==> src/rtl/msx_bus_pkg.sv <==
`default_nettype none
// ============================================================================
// Package : msx_bus_pkg
// Purpose : Shared constants and types for the MSX slot-bus initiator.
// Rev     : 1.0  initial release
// ============================================================================
package msx_bus_pkg;

  localparam int DEFAULT_DIV        = 30;
  localparam int DEFAULT_WAIT_LIMIT = 255;

  typedef enum logic [2:0] {
    ST_IDLE = 3'd0,
    ST_T1   = 3'd1,
    ST_T2   = 3'd2,
    ST_TW   = 3'd3,
    ST_T3   = 3'd4,
    ST_GAP  = 3'd5
  } bus_state_t;

  // Command fields still needed after T1 entry (the address goes straight to BUS_ADDR)
  typedef struct packed {
    logic       wr;
    logic       io;
    logic [7:0] wdata;
  } bus_cmd_t;

endpackage
`default_nettype wire

==> src/rtl/tstate_divider.sv <==
`default_nettype none
// ============================================================================
// Module  : tstate_divider
// Purpose : Down-counter DIV-1..0 producing a one-cycle T-state strobe.
// Rev     : 1.0  initial release
// ============================================================================
module tstate_divider
  import msx_bus_pkg::*;
#(
  parameter int DIV = DEFAULT_DIV
) (
  input  logic CLK_BASE,
  input  logic RESET_n,
  output logic tick
);

  localparam int            CW     = (DIV > 1) ? $clog2(DIV) : 1;
  localparam logic [CW-1:0] RELOAD = CW'(DIV - 1);

  logic [CW-1:0] count;

  always_ff @(posedge CLK_BASE or negedge RESET_n) begin
    if (!RESET_n) begin
      count <= RELOAD;
    end else if (count == '0) begin
      count <= RELOAD;
    end else begin
      count <= count - CW'(1);
    end
  end

  assign tick = (count == '0);

endmodule
`default_nettype wire

==> src/rtl/msx_bus_initiator.sv <==
`default_nettype none
// ============================================================================
// Module  : msx_bus_initiator
// Purpose : MSX cartridge-slot bus master; one bus T-state per BUS_CLK_EN.
// Rev     : 1.0  initial release
// ============================================================================
module msx_bus_initiator
  import msx_bus_pkg::*;
#(
  parameter int DIV        = DEFAULT_DIV,
  parameter int WAIT_LIMIT = DEFAULT_WAIT_LIMIT
) (
  input  logic        CLK_BASE,
  input  logic        RESET_n,
  input  logic        CMD_REQ,
  input  logic        CMD_WR,
  input  logic        CMD_IO,
  input  logic [15:0] CMD_ADDR,
  input  logic [7:0]  CMD_WDATA,
  output logic        CMD_ACK,
  output logic        RSP_VALID,
  output logic [7:0]  RSP_RDATA,
  output logic        RSP_BUSDIR,
  output logic        RSP_TIMEOUT,
  output logic        BUS_CLK_EN,
  output logic [15:0] BUS_ADDR,
  output logic [7:0]  BUS_DOUT,
  output logic        BUS_SLTSL_n,
  output logic        BUS_MREQ_n,
  output logic        BUS_IORQ_n,
  output logic        BUS_RD_n,
  output logic        BUS_WR_n,
  input  logic [7:0]  BUS_DIN,
  input  logic        BUS_WAIT_n,
  input  logic        BUS_BUSDIR_n
);

  localparam logic [8:0] LIMIT = 9'(WAIT_LIMIT);

  bus_state_t state;
  bus_cmd_t   cmd;
  logic [7:0] wait_cnt;
  logic       wait_expired;
  logic       abort_cycle;
  logic       end_cycle;

  tstate_divider #(
    .DIV (DIV)
  ) u_tstate_divider (
    .CLK_BASE (CLK_BASE),
    .RESET_n  (RESET_n),
    .tick     (BUS_CLK_EN)
  );

  // wait_cnt holds completed TW states; the TW now ending would be number wait_cnt+1
  assign wait_expired = ({1'b0, wait_cnt} + 9'd1) >= LIMIT;
  assign abort_cycle  = (state == ST_TW) && !BUS_WAIT_n && wait_expired;
  assign end_cycle    = (state == ST_T3) || abort_cycle;

  always_ff @(posedge CLK_BASE or negedge RESET_n) begin
    if (!RESET_n) begin
      state       <= ST_IDLE;
      cmd         <= '0;
      wait_cnt    <= '0;
      CMD_ACK     <= 1'b0;
      RSP_VALID   <= 1'b0;
      RSP_RDATA   <= '0;
      RSP_BUSDIR  <= 1'b0;
      RSP_TIMEOUT <= 1'b0;
      BUS_ADDR    <= '0;
      BUS_DOUT    <= '0;
      BUS_SLTSL_n <= 1'b1;
      BUS_MREQ_n  <= 1'b1;
      BUS_IORQ_n  <= 1'b1;
      BUS_RD_n    <= 1'b1;
      BUS_WR_n    <= 1'b1;
    end else begin
      CMD_ACK   <= 1'b0;
      RSP_VALID <= 1'b0;
      if (BUS_CLK_EN) begin
        if (end_cycle) begin
          BUS_SLTSL_n <= 1'b1;
          BUS_MREQ_n  <= 1'b1;
          BUS_IORQ_n  <= 1'b1;
          BUS_RD_n    <= 1'b1;
          BUS_WR_n    <= 1'b1;
          RSP_VALID   <= 1'b1;
          RSP_TIMEOUT <= abort_cycle;
          RSP_BUSDIR  <= ~BUS_BUSDIR_n;
          if (abort_cycle) begin
            RSP_RDATA <= 8'hFF;
          end else if (!cmd.wr) begin
            RSP_RDATA <= BUS_DIN;
          end
          state <= ST_GAP;
        end else begin
          case (state)
            ST_IDLE: begin
              if (CMD_REQ) begin
                cmd         <= '{wr: CMD_WR, io: CMD_IO, wdata: CMD_WDATA};
                CMD_ACK     <= 1'b1;
                BUS_ADDR    <= CMD_ADDR;
                BUS_MREQ_n  <= CMD_IO;
                BUS_SLTSL_n <= CMD_IO;
                BUS_IORQ_n  <= ~CMD_IO;
                BUS_RD_n    <= CMD_WR;
                wait_cnt    <= '0;
                state       <= ST_T1;
              end
            end
            ST_T1: begin
              if (cmd.wr) begin
                BUS_WR_n <= 1'b0;
                BUS_DOUT <= cmd.wdata;
              end
              state <= ST_T2;
            end
            // I/O cycles always take one TW before WAIT_n is looked at
            ST_T2: begin
              if (cmd.io || !BUS_WAIT_n) begin
                state <= ST_TW;
              end else begin
                state <= ST_T3;
              end
            end
            ST_TW: begin
              if (BUS_WAIT_n) begin
                state <= ST_T3;
              end else begin
                wait_cnt <= wait_cnt + 8'd1;
              end
            end
            ST_GAP: begin
              state <= ST_IDLE;
            end
            default: begin
              state <= ST_IDLE;
            end
          endcase
        end
      end
    end
  end

endmodule
`default_nettype wire

==> config.mk <==
export PLATFORM = sky130hd
export DESIGN_NAME = msx_bus_initiator
export DESIGN_NICKNAME = d
export VERILOG_FILES = /design/src/rtl/msx_bus_pkg.sv /design/src/rtl/tstate_divider.sv /design/src/rtl/msx_bus_initiator.sv
export SDC_FILE = /design/constraint.sdc
export NUM_CORES = 1
export LEC_CHECK = 0
export BUFFER_PORTS_ARGS = -buffer_cell sky130_fd_sc_hd__buf_4
export CAP_MARGIN = 20
export CORE_MARGIN = 5
export CORE_UTILIZATION = 52
export CTS_CLUSTER_DIAMETER = 30
export DETAILED_ROUTE_END_ITERATION = 8
export PLACE_DENSITY_LB_ADDON = 0.25
export SLEW_MARGIN = 20
export SYNTH_ARGS = -nofsm -noshare
export SYNTH_HDL_FRONTEND = slang
export SYNTH_SLANG_ARGS = --single-unit
==> constraint.sdc <==
create_clock -name CLK_BASE -period 2.65 [get_ports CLK_BASE]
set_clock_uncertainty 0.2 [all_clocks]
set_input_delay 0.6625 -clock CLK_BASE [delete_from_list [all_inputs] [get_ports CLK_BASE]]
set_output_delay 0.6625 -clock CLK_BASE [all_outputs]
set_load 0.02 [all_outputs]
-- Yosys cells after proc, flatten, opt, wreduce, memory -nomap -nowiden
Index checks and enable logic that the tools add are counted.
Widths: inputs -> output; s select.
- register bits after elaboration: 66
- bits of input ports: 39
- output and inout port bits: 42
- $add $sub $neg: 3
- order comparisons: 1
- equality and inequality tests: 9
- mux-type cells: 29
- bitwise logic cells: 3
- reduce and logical (&&, ||, !) cells: 20
- operators by type and width (cell ; count):
    $mux 8 ; 4
    $mux 1 ; 18
    $pmux 8 s2 ; 1
    $mux 3 ; 4
    $pmux 3 s4 ; 1
    $reduce_and 3->1 ; 4
    $reduce_bool 2->1 ; 5
    $add 8x1->9 const B ; 1
    $ge 9x8->1 const B ; 1
    $add 8x1->8 const B ; 1
    $reduce_and 4->1 ; 2
    $eq 3x2->1 const B ; 2
    $ne 3x3->1 const B ; 2
    $logic_not 5->1 ; 1
    $mux 5 ; 1
    $reduce_and 5->1 ; 1
    $sub 5x1->5 const B ; 1
    $ne 2x2->1 const B ; 2
    $eq 3x1->1 const B ; 1
    $eq 3x3->1 const B ; 1
    $logic_not 3->1 ; 1
    $not 1->1 ; 3
    $logic_and 1x1->1 ; 2
    $logic_or 1x1->1 ; 2
    other kinds (3) ; 3

-- Logic depth before layout (Yosys ltp)
- depth after elaboration: 6
- depth in mapped cells: 11
- depth with buffers taken out: 8

-- Cells and area by module
From an unflattened synthesis, not the netlist that was laid out.
- cells, all modules: 304
- area total of the unflattened synthesis: 3016.6 sq um
- modules (own cells, without submodules) (module ; instances ; cells each ; area each (sq um) ; sequential area each (sq um)):
    msx_bus_initiator ; 1 ; 284 ; 2772.7 ; 1531.5
    tstate_divider ; 1 ; 20 ; 244.0 ; 130.1

-- Least setup slack after synthesis
No wires, ideal clock.
- path type: reg2reg
- from: reg u_tstate_divider.count[1]
- to: reg RSP_RDATA[6]
- data arrival time: 2084 ps
- required time: 2323 ps
- path slack: 239 ps
- cell stages (with the launch flop): 11
- cell sequence: dfrtp_1 -> inv_1 -> ha_1 -> or4b_1 -> buf_6 -> inv_2 -> nand3_1 -> or2_1 -> buf_2 -> nand4_4 -> nand3_1
- cells in the longest elaborated chain, start to end: 2
- ends and longest elaborated chain (what ; line ; text):
    start: declaration ; tstate_divider.sv:20 ; logic [CW-1:0] count;
    start signal: assignment ; tstate_divider.sv:28 ; count <= count - CW'(1);
    $logic_not 5->1 ; tstate_divider.sv:32 ; assign tick = (count == '0);
    via BUS_CLK_EN ; msx_bus_initiator.sv:25 ; output logic BUS_CLK_EN,
    $reduce_and 3->1 (no line) ; n/a ;
    end signal: assignment ; msx_bus_initiator.sv:67 ; RSP_RDATA <= '0;
    end signal: assignment ; msx_bus_initiator.sv:91 ; RSP_RDATA <= 8'hFF;
    end signal: assignment ; msx_bus_initiator.sv:93 ; RSP_RDATA <= BUS_DIN;
    end: declaration ; msx_bus_initiator.sv:22 ; output logic [7:0] RSP_RDATA,
The timed path passes the listed nets, and every way through them passes these cells.
A chain may end at the register's enable or synchronous reset.

-- Worst setup path after layout
- from: reg u_tstate_divider.count[1]
- to: out BUS_CLK_EN
- cells in the longest elaborated chain, start to end: 1
- ends and longest elaborated chain (what ; line):
    $logic_not 5->1 ; tstate_divider.sv:32
    end: declaration ; msx_bus_initiator.sv:25
Every way passes these cells.

==> results.cfg <==
[run_status]
status = finished, final reports clean

[drt]
drt_iter0_markers = 193
postRouteAntennaNets = 0
drt_wl_total_um = 6700
wl_met1_um = 2820
dr.max_layer_used = met4
routedWlPerCell_um = 14.5
dr_wl_met2_um = 3300
vias = 2386
detail_route.vias_per_cell = 5.16
drc = 0
dr.pass1.iters = 4
wl_met3_um = 430

[timing]
fin_tns_setup_ps = 0
fin_crit_ps = 2540
tightest_slew_ps = 813
fin_crit_sh = 0.959
max_clock_freq_mhz = 394
slew_headroom = 0.458
setup_viol = 0
maxSlewViolCount = 0
hold_viol_final = 0
rsz0062_at_grt = no

[floorplanning]
die_area_mm2 = 0.00717
num_rows = 27
initial_utilization = 0.530
io_pins = 81
fp.dieH_um = 84.7
core-area_mm2 = 0.00547
fp.dieW_um = 84.7

[global_route]
grt_overflow = 0
grt_max_degree = 67
grt_pass1_wl_um = 11500
antenna_found_initial = 0
grt_usage = 0.199
grt_pass1_vias = 2428

[pwr]
vdd_drop_max_uv = 335
leakage_nw = 2.05
power.density_mw_per_mm2 = 528

[clocking]
cts.path.max_buffers = 2
cts.htree.levels = 3
cts_tree = done
cts_hold_buf = 0
cts_root_buf = clkbuf_8
cts.sinks = 66
cts_buffers = 9
path_clk_slew_ps = 70
clk_latency_ps = 330

[logic_synthesis]
postSynthNetCount = 335
synth_cells = 293
yosys_register_bits = 66
synth_top_cell_area_share = 0.500
synth_cell_types = 49
synth_area_leaders = dfrtp_1 (50%), nand2_1 (13%), dfstp_2 (7.2%)
ys_warn_count = 0
async_flop_share = 1.00
synth_edf_count = 0
syn_area_per_cell_um2 = 9.90
synth_common_cells = nand2_1 (102), dfrtp_1 (58), nand3_1 (14), nor2_1 (11), o21ai_0 (11)
synth_area_mm2 = 0.00290
synthFlopType = dfrtp_1
yosysSeqAreaShare = 0.573
post-synth-top-count-cell = nand2_1
synth_largest_area_cell = dfrtp_1

[cells_and_area]
drive_gt1_frac = 0.351
multiInputGateArea_mm2 = 0.00114
design_area_mm2 = 0.00387
fin_util = 0.707
final_nets = 427
syn_to_final_growth_pct = 33.4
antenna_cells = 0
register_area_mm2 = 0.00166
fillCellCount = 438

[setup_path]
cp_data_required_time_ps = 1790
crit_fanout = 4
critPathKind = reg2out
arrival_ps = 1680
start_kind = flop
endpoint_kind = output port

[placement]
place.gp.congestion = 0.906
dp_hpwl_um = 4740
place_area_mm2 = 0.00361
io_buffers = 80

[min_path]
hold_class = in2async

[run]
max-cap-violations = 0
## final timing paths
check	cells past startpoint	end	slack, ps	startpoint
min in group CLK_BASE	1	u_tstate_divider.count[0]$_DFF_PN1_	250	u_tstate_divider.count[0]$_DFF_PN1_
max in group asynchronous	1	cmd[1]$_DFFE_PN0P_	1500	RESET_n
min	1	cmd[6]$_DFFE_PN0P_	210	RESET_n
min reg2reg	1	u_tstate_divider.count[0]$_DFF_PN1_	250	u_tstate_divider.count[0]$_DFF_PN1_
max	5	BUS_CLK_EN	110	u_tstate_divider.count[1]$_DFF_PN0_
max reg2reg	8	BUS_DOUT[0]$_DFFE_PN0P_	170	u_tstate_divider.count[1]$_DFF_PN0_
## layout make-up
cell class | instances | share of cell area
Clock buffer | 11 | 0.0365
Clock inverter | 5 | 0.0200
Inverter | 10 | 0.0116
Multi-Input combinational cell | 205 | 0.296
Sequential cell | 66 | 0.429
Tap cell | 72 | 0.0233
Timing Repair Buffer | 93 | 0.184
## registers in the layout, summed over array words and instances, names as in the netlist, 3 cells and up
signal	flops
BUS_ADDR	16
BUS_DOUT	8
RSP_RDATA	8
cmd	10
state	3
u_tstate_divider.count	5
wait_cnt	8
## per-layer routing
layer | vias to the layer above | global-route usage
met3 | 14 | 0.0589
met5 | - | 0
met2 | 74 | 0.316
li1 | 1156 | -
met1 | 1142 | 0.250
met4 | 0 | 0.0906
## cell usage in the layout (no fill, tap or decap), drive strengths merged, types with 3 or more instances in the layout
master and n:
nand2 102, or2 3, a21oi 4, dfrtp 58, dfstp 8, nor2 11, o311ai 4, ha 3
o21ai 12, inv 10, nand3 14, mux2 10, nor2b 3, clkbuf 11, buf 93, nand3b 4
nand2b 3, xor2 3
## per-stage QoR
stage | setup slack, ps | hold slack, ps | power [mW] | cells
floorplan | 239 | 167 | 1.06 | 293
global placement | 180 | 238 | 1.14 | 442
detailed placement | 111 | 242 | 1.14 | 442
CTS | 12.5 | 245 | 2.07 | 458
global route | 41.8 | 283 | 2.12 | 462
finish | 110 | 207 | 2.05 | 462
## critical path: stages (launching register included)
cell	delay [ps]
dfrtp_1	380
inv_1	60
ha_2	180
or4b_4	520
inv_8	80
buf_4	130
## where the power goes
| group | switching, mW | total [mW] | internal [mW] |
|---|---|---|---|
| registers | 0.00641 | 1.02 | 1.02 |
| clock network | 0.373 | 0.926 | 0.553 |
| logic | 0.0461 | 0.0964 | 0.0503 |
| total | 0.426 | 2.05 | 1.62 |
## what timing repair did
action                                  CTS  global route
pin swaps                                 0             0
resized for setup                         2             3
endpoints found under the setup margin    1             1
buffers inserted                          0             4
## logic make-up (layout without fill, tap and decap cells)
| logic type | Yosys count | in the layout | synth area share |
|---|---|---|---|
| adders and majority gates | 3 | 3 | 0.0129 |
| AOI/OAI and AO/OA | 36 | 36 | 0.0893 |
| and+or+nand+nor | 151 | 151 | 0.236 |
| buffers and inverters | 22 | 119 | 0.0349 |
| muxes | 11 | 11 | 0.0423 |
| DFF | 66 | 66 | 0.573 |
| xor gates and xnor gates | 4 | 4 | 0.0121 |
Note: power is estimated with default switching activity, not from simulation.
